## config.mk

```make
export PLATFORM = sky130hd
export DESIGN_NAME = pipe_stage_buffer
export DESIGN_NICKNAME = d
export VERILOG_FILES = /design/src/rtl/pipe_stage_buffer.sv
export SDC_FILE = /design/constraint.sdc
export NUM_CORES = 1
export LEC_CHECK = 0
export CAP_MARGIN = 20
export CELL_PAD_IN_SITES_DETAIL_PLACEMENT = 2
export CELL_PAD_IN_SITES_GLOBAL_PLACEMENT = 2
export CORE_MARGIN = 4
export CORE_UTILIZATION = 29
export DETAILED_ROUTE_END_ITERATION = 7
export GPL_ROUTABILITY_DRIVEN = 0
export PLACE_DENSITY_LB_ADDON = 0.08
export SETUP_SLACK_MARGIN = 0.4
export SYNTH_ARGS = -nofsm -noshare
export SYNTH_HDL_FRONTEND = slang
export SYNTH_SLANG_ARGS = --single-unit
```

## constraint.sdc

```tcl
create_clock -name clk -period 1.9 [get_ports clk]
set_input_delay 0.38 -clock clk [delete_from_list [all_inputs] [get_ports clk]]
set_output_delay 0.38 -clock clk [all_outputs]
set_load 0.005 [all_outputs]
```

## src/rtl/pipe_stage_buffer.sv

```systemverilog
// Two-entry skid buffer for a pipeline stage: main entry drives out_data, skid entry absorbs one beat of stall.
// Latency: 1 cycle from accept (in EMPTY) to out_valid; sustains 1 beat/cycle when out_ready is held high.
// Backpressure: in_ready drops only when both entries are full; optional stall counter via PIPE_STAGE_STALL_CNT_EN.
module pipe_stage_buffer #(
  parameter int DATA_W      = 106,
  parameter     RESET_VALUE = 0
) (
  input  logic              clk,
  input  logic              reset,
  input  logic              flush,
  input  logic              in_valid,
  input  logic [DATA_W-1:0] in_data,
  output logic              in_ready,
  output logic              out_valid,
  output logic [DATA_W-1:0] out_data,
  input  logic              out_ready,
  output logic [15:0]       stall_cnt
);

  // Reset payload, zero-extended or truncated to the payload width.
  localparam logic [DATA_W-1:0] RST_DATA = DATA_W'($unsigned(RESET_VALUE));

  typedef enum logic [1:0] {
    EMPTY = 2'd0,
    ONE   = 2'd1,
    TWO   = 2'd2
  } state_t;

  state_t            state;
  logic [DATA_W-1:0] skid;
  logic              accept;
  logic              send;

  assign accept = in_valid & in_ready;
  assign send   = out_valid & out_ready;

  // Occupancy FSM with registered handshake outputs; out_data is the main entry itself.
  always_ff @(posedge clk) begin
    if (!reset) begin
      state     <= EMPTY;
      in_ready  <= 1'b1;
      out_valid <= 1'b0;
      out_data  <= RST_DATA;
      skid      <= RST_DATA;
    end else if (flush) begin
      // Squash: drop occupancy only, payload registers keep their contents.
      state     <= EMPTY;
      in_ready  <= 1'b1;
      out_valid <= 1'b0;
    end else begin
      case (state)
        EMPTY: begin
          if (accept) begin
            out_data  <= in_data;
            state     <= ONE;
            in_ready  <= 1'b1;
            out_valid <= 1'b1;
          end
        end
        ONE: begin
          if (accept && send) begin
            out_data <= in_data;
          end else if (accept) begin
            skid      <= in_data;
            state     <= TWO;
            in_ready  <= 1'b0;
            out_valid <= 1'b1;
          end else if (send) begin
            state     <= EMPTY;
            in_ready  <= 1'b1;
            out_valid <= 1'b0;
          end
        end
        TWO: begin
          if (send) begin
            out_data  <= skid;
            state     <= ONE;
            in_ready  <= 1'b1;
            out_valid <= 1'b1;
          end
        end
        default: begin
          state     <= EMPTY;
          in_ready  <= 1'b1;
          out_valid <= 1'b0;
        end
      endcase
    end
  end

`ifdef PIPE_STAGE_STALL_CNT_EN
  // Saturating count of cycles where a beat is presented but downstream stalls.
  always_ff @(posedge clk) begin
    if (!reset) begin
      stall_cnt <= 16'h0000;
    end else if (out_valid && !out_ready && (stall_cnt != 16'hFFFF)) begin
      stall_cnt <= stall_cnt + 16'h0001;
    end
  end
`else
  assign stall_cnt = 16'h0000;
`endif

endmodule

```

After elaboration in Yosys (flattened, before gate mapping)
Cells that the tools add are included.
- register bits: 216
- bits in latches: 0
- output and inout port bits: 124
- memories: 0
- input bits: 111
- memory bits (writable): 0
- word-level logic and storage cells: 45
- memory bits (read-only): 0
- add/sub/neg operators: 0
- muxes and demuxes: 20
- order comparisons: 0
- bitwise operators: 5
- reductions and logical operators: 8
- multiply operators: 0
- shift-type cells: 0
- div/mod/pow operators: 0
- equal/unequal tests: 7
- operator list (operator ; number):
    two-way mux 106 bit ; 3
    one-hot mux 106 bit (3 select lines) ; 1
    two-way mux 2 bit ; 5
    two-way mux 1 bit ; 8
    inequality test 2 bit, second input constant ; 4
    AND reduction 4 bit ; 2
    one-hot mux 1 bit (3 select lines) ; 2
    one-hot mux 2 bit (3 select lines) ; 1
    AND reduction 5 bit ; 1
    inequality test 3 bit, second input constant ; 1
    inverter 1 bit ; 3
    nonzero test 3 bit ; 1
    bitwise AND 1 bit ; 2
    equality test 2 x 1 -> 1 bit, second input constant ; 1
    equality test 2 bit, second input constant ; 1
    logical NOT 2 bit ; 1
    AND reduction 2 bit ; 1
    OR reduction 2 bit ; 1
    logical AND 1 bit ; 1

Longest topological paths before layout
Gate-level depths: netlist of run 1.
- depth in word-level cells: 5
- gate-level depth with buffers: 9
- depth with buffers taken out: 6

Least setup slack after synthesis of run 1
No wires, ideal clock.
- path type: reg2reg
- from: reg state[1]
- to: reg out_data[0]
- setup slack: 0.180 ns
- cell stages (with the launch flop): 9
- buffers on the path: 2
- required time: 1.784 ns
- setup time: 0.116 ns
- arrival: 1.604 ns
- period minus slack after synthesis: 1.720 ns
- path through: dfxtp_1 > inv_1 > ha_1 > a2bb2oi_1 > nor4_4 > buf_2 > buf_2 > nand2_1 > o211a_1
- word-level cells in the longest chain between the ends: 3
- elaborated cells on any way between the ends: 9
- classes of those cells: eq/ne: 5; mux: 1; reduce/logical: 3
- ends and longest elaborated chain (what ; line ; text):
    start: declaration ; 29 ; state_t state;
    start signal: assignment ; 40 ; state <= EMPTY;
    start signal: assignment ; 47 ; state <= EMPTY;
    start signal: assignment ; 55 ; state <= ONE;
    equality test 2 x 1 -> 1 bit (tied with other cells) ; 51 ; case (state)
    inequality test 2 bit (no line) or nonzero test 3 bit (tied branches) ; - ;
    AND reduction 5 bit (no line) ; - ;
    end signal: assignment ; 54 ; out_data <= in_data;
    end signal: assignment ; 62 ; out_data <= in_data;
    end signal: assignment ; 76 ; out_data <= skid;
    end: declaration ; 15 ; output logic [DATA_W-1:0] out_data,
Parallel ways exist; a longest one is shown, timed or not.
A chain may end at the register's enable or synchronous reset.

Worst setup path in the final report of run 1
- from: reg state[1]
- to: reg out_data[81]
Same word-level chain as after synthesis.

==> results of run 1 <==
## routing by layer
layer	part of all wire	up-vias
met1	0.45	3924
met4	0.014	2
met3	0.048	38
met5	0.00026	-
li1	-	3837
met2	0.49	156
## timing repair
action                                  CTS  global route
resized for setup                       192           109
setup buffers                             9             8
pin swaps                                 0             5
gates cloned                              7             8
endpoints found under the setup margin  324           289
## power by group through the flow
stage                     clock network [mW]  registers (mW)  logic, mW
final                                   4.82            4.94       1.86
after CTS                               5.03            4.95       1.71
after detailed placement                   0            5.03       1.60
after global routing                    5.21            4.98       2.01
after global placement                     0            5.03       1.57
after floorplan                            0            5.02      0.674
## registers in the layout (all words and copies together) (netlist names)
register / count
out_valid: 1
skid: 106
out_data: 106
in_ready: 1
state: 2
## synthesized netlist by cell type, types with 3 or more instances
master,n,area (um2)
a21boi_0,68,510.5
a21boi_1,40,300.3
a21oi_1,3,15.01
buf_2,43,215.2
buf_4,17,127.6
buf_6,5,56.30
clkbuf_1,33,123.9
dfxtp_1,216,4324
ha_1,4,50.05
mux2i_1,106,1061
nand2_1,321,1205
o211a_1,106,1061
## through the flow
stage | total power, mW | area [um2] | hold slack [ps] | util
2_1_floorplan | 5.693 | 9454 | 434.7 | -
3_3_place_gp | 6.599 | 12110 | 443.6 | 0.3848
3_5_place_dp | 6.633 | 12110 | 458.0 | 0.3848
4_1_cts | 11.68 | 13320 | 158.1 | 0.4233
5_1_grt | 12.20 | 13940 | 169.0 | 0.4431
6_report | 11.62 | 13940 | 184.1 | 0.4431
## layout by cell type, fill, tap and decap left out, types with 4 or more instances in the layout
cell / Yosys / routed
buf_6: 5 / 6
clkinv_2: 0 / 4
o211a_1: 106 / 106
clkdlybuf4s15_2: 0 / 15
buf_16: 0 / 12
conb_1: 1 / 16
a21boi_1: 40 / 41
nand2_4: 0 / 20
buf_4: 17 / 21
nand2_1: 321 / 269
nand2_2: 0 / 32
mux2i_1: 106 / 105
clkdlybuf4s50_1: 0 / 155
clkbuf_16: 0 / 34
dfxtp_1: 216 / 187
clkdlybuf4s15_1: 0 / 37
buf_12: 0 / 25
dfxtp_2: 0 / 26
clkbuf_8: 0 / 8
a21boi_0: 68 / 65
buf_2: 43 / 7
## cell type report
class | instances | area (um2) | share of cell area
clock buffer | 38 | 797.0 | 0.05716
clock inverter | 5 | 27.53 | 0.001974
inverter | 2 | 12.51 | 0.0008973
multi-input combinational | 686 | 4801 | 0.3443
sequential | 216 | 4368 | 0.3132
tap | 402 | 503.0 | 0.03607
timing repair buffer | 291 | 3436 | 0.2464
## cells by family (layout without fill, tap and decap cells)
kind of cell,Yosys count,in the layout,share of synthesized area
other cells,1,16,0.0004060
fa+ha+maj,4,4,0.005419
buf+inv,100,336,0.05744
compound gates,227,227,0.2128
mux,106,106,0.1149
simple gates,333,333,0.1409
flops,216,216,0.4682
## critical path, cell delays in order, from the launching register on
cell,delay (ps)
dfxtp_4,360
inv_4,50
ha_4,180
a2bb2oi_4,180
nor4_4,290
buf_6,170
buf_8,150
buf_12,130
clkbuf_16,150
o211a_1,140
## worst max path at each step
stage	to	slack [ps]	from	cells after the start
after floorplan	out_data[0]$_SDFFE_PN0P_	250	state[0]$_SDFFE_PP0P_	8
after global placement	out_data[68]$_SDFFE_PN0P_	-130	out_ready	7
after detailed placement	out_data[68]$_SDFFE_PN0P_	-170	out_ready	7
after CTS	out_data[101]$_SDFFE_PN0P_	80	state[0]$_SDFFE_PP0P_	8
after global routing	out_data[53]$_SDFFE_PN0P_	-50	state[1]$_SDFFE_PP0P_	9
final	out_data[81]$_SDFFE_PN0P_	40	state[1]$_SDFFE_PP0P_	9
==> results.py, run 1 <==
metrics = {
    "run_status": {
        "outcome": "completed",
    },
    "setup_path": {
        "critPathArrivalTime_ps": 2320,
        "r2r_setup_slack_ps": 40,
        "startpoint_type": "flip-flop",
        "required_ps": 2360,
        "r2r_end": "out_data[81]$_SDFFE_PN0P_",
        "end_kind": "flip-flop",
        "r2r-start": "state[1]$_SDFFE_PP0P_",
        "path_max_fanout": 8,
        "r2r_cells": 9,
        "critPathKind": "flip-flop to flip-flop",
    },
    "route": {
        "drt-total-wl_um": 31250,
        "drtPass1Iterations": 4,
        "drc_errors": 0,
        "drtIter0Drc": 211,
        "vias": 7957,
        "ant_nets": 0,
        "wire_per_inst_um": 19.05,
        "viasPerCell": 4.852,
    },
    "hold_path": {
        "holdPathStages": 2,
        "min_from": "reset",
        "hold_path_end": "out_data[8]$_SDFFE_PN0P_",
        "hp-class": "primary input to flip-flop",
    },
    "logic_synthesis": {
        "synth-edff-count": 0,
        "ys_types": 30,
        "yosysWarnings": 0,
        "ys_ff_latch": 216,
        "syn_inst": 987,
        "synthesis.area_um2": 9236,
        "synth-async-reset-ratio": 0,
        "syn_area_per_cell_um2": 9.358,
        "seq_area_frac_synth": 0.4682,
        "synth_flop_cell": "dfxtp_1",
    },
    "global_routing": {
        "grt-busiest-layer": "met2",
        "met3_usage": 0.03648,
        "grt_use_met1": 0.2116,
        "grt_pass1_wl_um": 48110,
        "track_usage": 0.1672,
        "antenna_found_initial": 1,
        "grt_max_degree": 57,
        "gr-total-overflow": 0,
        "grt_pass1_vias": 8681,
        "grt_use_met2": 0.2965,
    },
    "placed_design": {
        "dpl.hpwl_um": 19300,
        "place.port_buffers": 218,
        "dp_cells": 1565,
        "pre_cts_ws_ps": -171.4,
    },
    "cts": {
        "clock_latency_ps": 520,
        "cts_buffers": 27,
        "clk_pin_slew_worst_paths_ps": 60,
        "cts_tree": "done",
        "holdBufCountCts": 0,
        "h-tree-depth": 1,
        "clock_sinks": 216,
        "cts_buffer_depth": 3,
        "clock-root-buffer": "clkbuf_16",
    },
    "timing": {
        "min_period_ps": 1861,
        "hold_viol": 0,
        "final.setup.tns_ps": 0,
        "setup_viol": 0,
        "min_period_over_period": 0.9794,
        "report.final.slew_viol_count": 0,
        "finalClockSkew_ps": 8.897,
        "rsz0062_at_grt": "yes",
        "worst_slack_ps": 39.11,
        "max_freq_ghz": 0.5374,
    },
    "flow_run": {
        "maxCapViolations": 0,
    },
    "pwr": {
        "switching_share": 0.2467,
        "power.share.clock": 0.415,
        "p_int_mw": 8.755,
        "power_frac_seq": 0.425,
        "powerDensity_nw_per_um2": 833.5,
        "p_switching_mw": 2.867,
        "p_leak_nw": 5.993,
        "combPwrFrac": 0.160,
        "irDropWorstVdd_uv": 551.5,
    },
    "final_layout": {
        "stdcell_count": 1640,
        "layout-drive-gt1-share": 0.1914,
        "fill_cells": 3312,
        "fin_nets": 1339,
        "diodes": 0,
        "syn_to_final_growth_pct": 50.98,
    },
    "die": {
        "rows": 65,
        "start_util": 0.2935,
        "die_x_um": 186.5,
        "die_h_um": 186.5,
        "io_pins": 235,
        "die_area_um2": 34770,
        "coreArea_um2": 31470,
    },
}
Power figures use the tool's default switching activity.
==> run 2: changes to the inputs <==
- CORE_MARGIN: 4 -> default
- PLACE_DENSITY: default -> 0.88
- PLACE_DENSITY_LB_ADDON: 0.08 -> default
==> results.py, run 2 (synthesis results as in run 1) <==
metrics = {
    "final_layout": {
        "final_common_cell": "nand2_1",
        "final_cell_mix": "nand2_1 (304), dfxtp_1 (164), clkdlybuf4s50_1 (111)",
        "layout-drive-gt1-share": 0.1915,
        "diodes": 0,
        "syn_to_final_growth_pct": 55.08,
        "fin_nets": 1360,
        "fill_cells": 3153,
        "stdcell_count": 1660,
        "reg_top3": "out_data: 106 flops, skid: 106 flops, state: 2 flops",
    },
    "run_status": {
        "outcome": "finished with violations",
        "violations": "setup timing",
    },
    "cts": {
        "cts_buffer_depth": 3,
        "h-tree-depth": 1,
        "cts_buffers": 26,
        "clock_latency_ps": 530,
        "clock-root-buffer": "clkbuf_16",
        "clock_sinks": 216,
        "holdBufCountCts": 0,
        "cts_tree": "done",
        "clk_pin_slew_worst_paths_ps": 60,
    },
    "timing": {
        "max_freq_ghz": 0.5043,
        "min_period_ps": 1983,
        "min_period_over_period": 1.044,
        "maxSlewHeadroom": 0.6577,
        "finalClockSkew_ps": 10.22,
        "whs_ps": 186.5,
        "hold_viol": 0,
        "rsz0062_at_grt": "yes",
        "report.final.slew_viol_count": 0,
        "worst_slack_ps": -82.98,
        "tightest_slew_ps": 513.5,
        "setup_viol": 38,
    },
    "placed_design": {
        "dp_cells": 1551,
        "dpl.hpwl_um": 18870,
        "place.port_buffers": 218,
    },
    "route": {
        "wire_per_inst_um": 22.29,
        "drc_errors": 0,
        "drtPass1Iterations": 4,
        "drt-total-wl_um": 36990,
        "viasPerCell": 5.041,
        "vias": 8368,
        "drtIter0Drc": 309,
        "ant_nets": 0,
    },
    "die": {
        "rows": 64,
        "die_x_um": 180.5,
        "die_h_um": 180.5,
        "start_util": 0.2980,
        "die_area_um2": 32570,
        "coreArea_um2": 30990,
        "io_pins": 235,
    },
    "global_routing": {
        "gr-total-overflow": 0,
        "grt_pass1_vias": 9263,
        "antenna_found_initial": 0,
        "track_usage": 0.1997,
        "grt_max_degree": 90,
        "grt_pass1_wl_um": 51790,
    },
    "setup_path": {
        "path_max_fanout": 8,
        "critPathArrivalTime_ps": 2400,
        "startpoint_type": "flip-flop",
        "end_kind": "flip-flop",
        "required_ps": 2310,
        "critPathKind": "flip-flop to flip-flop",
    },
    "hold_path": {
        "hp-class": "primary input to flip-flop",
    },
    "pwr": {
        "powerDensity_nw_per_um2": 861.1,
        "irDropWorstVdd_uv": 579.7,
        "p_leak_nw": 7.150,
    },
    "flow_run": {
        "maxCapViolations": 0,
    },
}
run 2: worst paths after layout:
check,startpoint,end,slack (ps),cells past startpoint
worst min register to register,skid[23]$_SDFFE_PN0P_,skid[23]$_SDFFE_PN0P_,460,2
worst max register to register,state[1]$_SDFFE_PP0P_,out_data[97]$_SDFFE_PN0P_,-80,10
worst max-delay path,state[1]$_SDFFE_PP0P_,out_data[97]$_SDFFE_PN0P_,-80,10
worst min-delay path,reset,out_data[35]$_SDFFE_PN0P_,190,2
run 2: final cells by class:
| type | count | area (um2) | share of cell area |
|---|---|---|---|
| Inverter | 2 | 15.01 | 0.001048 |
| Clock buffer | 39 | 780.7 | 0.05451 |
| Timing Repair Buffer | 313 | 3920 | 0.2737 |
| Multi-Input combinational cell | 686 | 4573 | 0.3193 |
| Sequential cell | 216 | 4397 | 0.3070 |
| Clock inverter | 8 | 142.6 | 0.009958 |
| Tap cell | 396 | 495.5 | 0.03459 |
run 2: what timing repair did:
action	in CTS	in global routing
setup buffers	19	16
gates resized for setup	155	155
pin swaps	1	1
setup endpoints to repair	324	305
cloned	11	16
run 2: per-stage QoR:
stage / area [um2] / util / setup TNS, ps / power (mW) / worst slack, ps
floorplan: 9454 / - / 0 / 5.693 / 248.5
global placement: 11910 / 0.3842 / -18760 / 6.535 / -149.4
detailed placement: 11910 / 0.3842 / -31710 / 6.595 / -255.5
CTS: 13480 / 0.4350 / 0 / 12.28 / 31.94
global route: 14320 / 0.4622 / -7352 / 12.78 / -151.5
finish: 14320 / 0.4622 / -996.7 / 12.33 / -82.98
run 2: where the power goes:
part | switching [mW] | total [mW] | internal [mW]
logic | 0.824 | 1.97 | 1.15
registers | 0.169 | 4.97 | 4.80
clock network | 2.03 | 5.39 | 3.37
total | 3.02 | 12.3 | 9.31
run 2: routing by layer:
metal | track usage | up-vias | share of wire
met5 | 0 | - | 0
met4 | 0.05333 | 0 | 0.021
met3 | 0.03153 | 49 | 0.034
met2 | 0.3922 | 204 | 0.54
met1 | 0.2190 | 4234 | 0.40
li1 | - | 3881 | -
run 2: critical path: stages, from the launching register on:
cell and delay, ps:
dfxtp_4 360, inv_4 50, ha_4 170, a2bb2oi_2 170, nor4_4 280, buf_6 180
buf_12 150, buf_12 140, buf_16 120, nand2_1 90, o211a_1 140
==> run 3: changes to the inputs <==
- REMOVE_ABC_BUFFERS: default -> 1
- SETUP_SLACK_MARGIN: 0.4 -> 0.3
==> results.py, run 3 (synthesis results as in run 1) <==
metrics = {
    "run_status": {
        "outcome": "finished with violations",
        "violations": "setup timing",
    },
    "global_routing": {
        "antenna_found_initial": 2,
        "grt_max_degree": 70,
        "grt_pass1_vias": 9739,
        "gr-total-overflow": 0,
        "grt_pass1_wl_um": 58210,
        "track_usage": 0.2298,
    },
    "die": {
        "rows": 64,
        "coreArea_um2": 30990,
        "die_area_um2": 32570,
        "start_util": 0.2980,
        "die_x_um": 180.5,
        "die_h_um": 180.5,
        "io_pins": 235,
    },
    "final_layout": {
        "layout-drive-gt1-share": 0.2626,
        "reg_top3": "out_data: 106 flops, skid: 106 flops, state: 2 flops",
        "final_cell_mix": "nand2_1 (240), dfxtp_1 (190), clkdlybuf4s50_1 (178)",
        "final_common_cell": "nand2_1",
        "stdcell_count": 1689,
        "fin_util": 0.4876,
        "syn_to_final_growth_pct": 63.60,
        "design_area_um2": 15110,
        "fin_nets": 1388,
    },
    "placed_design": {
        "dpl.hpwl_um": 20920,
        "place.port_buffers": 218,
        "pre_cts_ws_ps": -229.1,
        "dpl_cell_area_um2": 12100,
        "dp_cells": 1576,
    },
    "timing": {
        "worst_slack_ps": -111.3,
        "min_period_over_period": 1.059,
        "min_period_ps": 2011,
        "finalClockSkew_ps": 11.89,
        "max_freq_ghz": 0.4972,
        "rsz0062_at_grt": "yes",
        "hold_viol": 0,
        "setup_viol": 108,
        "report.final.slew_viol_count": 0,
    },
    "pwr": {
        "p_leak_nw": 7.033,
        "powerDensity_nw_per_um2": 807.8,
        "irDropWorstVdd_uv": 599.5,
    },
    "route": {
        "drt-total-wl_um": 42000,
        "drc_errors": 0,
        "wire_per_inst_um": 24.87,
        "viasPerCell": 5.175,
        "ant_nets": 0,
        "drtPass1Iterations": 4,
        "vias": 8740,
        "drtIter0Drc": 367,
    },
    "cts": {
        "cts_buffer_depth": 3,
        "clock-root-buffer": "clkbuf_16",
        "clock_sinks": 216,
        "holdBufCountCts": 0,
        "cts_tree": "done",
        "clk_pin_slew_worst_paths_ps": 60,
        "cts_buffers": 25,
        "clock_latency_ps": 520,
        "h-tree-depth": 1,
    },
    "setup_path": {
        "critPathLaunch": "state[1]$_SDFFE_PP0P_",
        "end_kind": "flip-flop",
        "required_ps": 2330,
        "r2r_setup_slack_ps": -110,
        "worstSetupEndpoint": "skid[90]$_SDFFE_PN0P_",
        "startpoint_type": "flip-flop",
        "critPathKind": "flip-flop to flip-flop",
        "critPathArrivalTime_ps": 2440,
        "path_max_fanout": 9,
        "r2r_end": "skid[90]$_SDFFE_PN0P_",
        "r2r-start": "state[1]$_SDFFE_PP0P_",
        "r2r_cells": 12,
    },
    "hold_path": {
        "hp-class": "primary input to flip-flop",
    },
    "flow_run": {
        "maxCapViolations": 0,
    },
}
-- run 3: changes by cell type in the layout (fill, tap and decap cells not counted), sizes merged --
cell	before	now
clkbuf	52	41
clkinv	3	5
clkdlybuf4s15	30	0
dlygate4sd2	1	6
dlymetal6s2s	71	33
buf	87	120
bufbuf	0	1
diode	0	2
bufinv	4	2
clkdlybuf4s50	111	178
-- run 3: where the power goes --
part,internal [mW],switching (mW)
clock,2.99,2.03
combinational,1.28,0.932
sequential,4.79,0.186
-- run 3: final cells by class --
class                   instances  area (um2)
diodes                          2       5.005
clock buffers                  37       750.7
clock inverters                 8       92.59
fillers                      3097       15880
inverters                       2       12.51
multi-input cells             686        5111
flip-flops and latches        216        4364
well taps                     396       495.5
repair buffers                342        4279
-- run 3: timing repair --
action                     CTS  global route
setup endpoints to repair  324           318
pin swaps                    4            60
gates cloned                21             4
gates resized for setup    119           285
setup buffers               22            19
-- run 3: per-stage QoR --
step	total power, mW	hold WS, ps	setup TNS, ps
6_report	12.21	270.9	-3785
5_1_grt	12.62	275.9	-15520
4_1_cts	12.03	265.0	0
3_5_place_dp	6.654	448.4	-33080
3_3_place_gp	6.576	439.5	-21360
2_1_floorplan	5.579	434.7	-773760
-- run 3: layer usage --
| layer | track usage | share of wire |
|---|---|---|
| met5 | 0 | 0 |
| met4 | 0.07316 | 0.025 |
| met3 | 0.04062 | 0.042 |
| met2 | 0.4298 | 0.54 |
| met1 | 0.2625 | 0.39 |
-- run 3: worst max-delay path, cell delays in order (launching register included) --
cell and delay [ps]:
dfxtp_2 340, inv_4 70, ha_4 160, buf_6 110, nand3_4 100, buf_6 150
nor3_4 200, buf_12 150, buf_12 140, buf_6 110, buf_16 120, nand2_1 60
a21boi_1 190
-- run 3: how the worst min path moves through the flow --
stage	from	end	slack (ps)	cells after the start
6_report	reset	out_data[69]$_SDFFE_PN0P_	270	2
5_1_grt	reset	out_data[61]$_SDFFE_PN0P_	280	2
4_1_cts	reset	out_data[69]$_SDFFE_PN0P_	260	2
3_5_place_dp	skid[94]$_SDFFE_PN0P_	skid[94]$_SDFFE_PN0P_	450	2
3_3_place_gp	skid[86]$_SDFFE_PN0P_	skid[86]$_SDFFE_PN0P_	440	2
2_1_floorplan	skid[100]$_SDFFE_PN0P_	skid[100]$_SDFFE_PN0P_	430	2
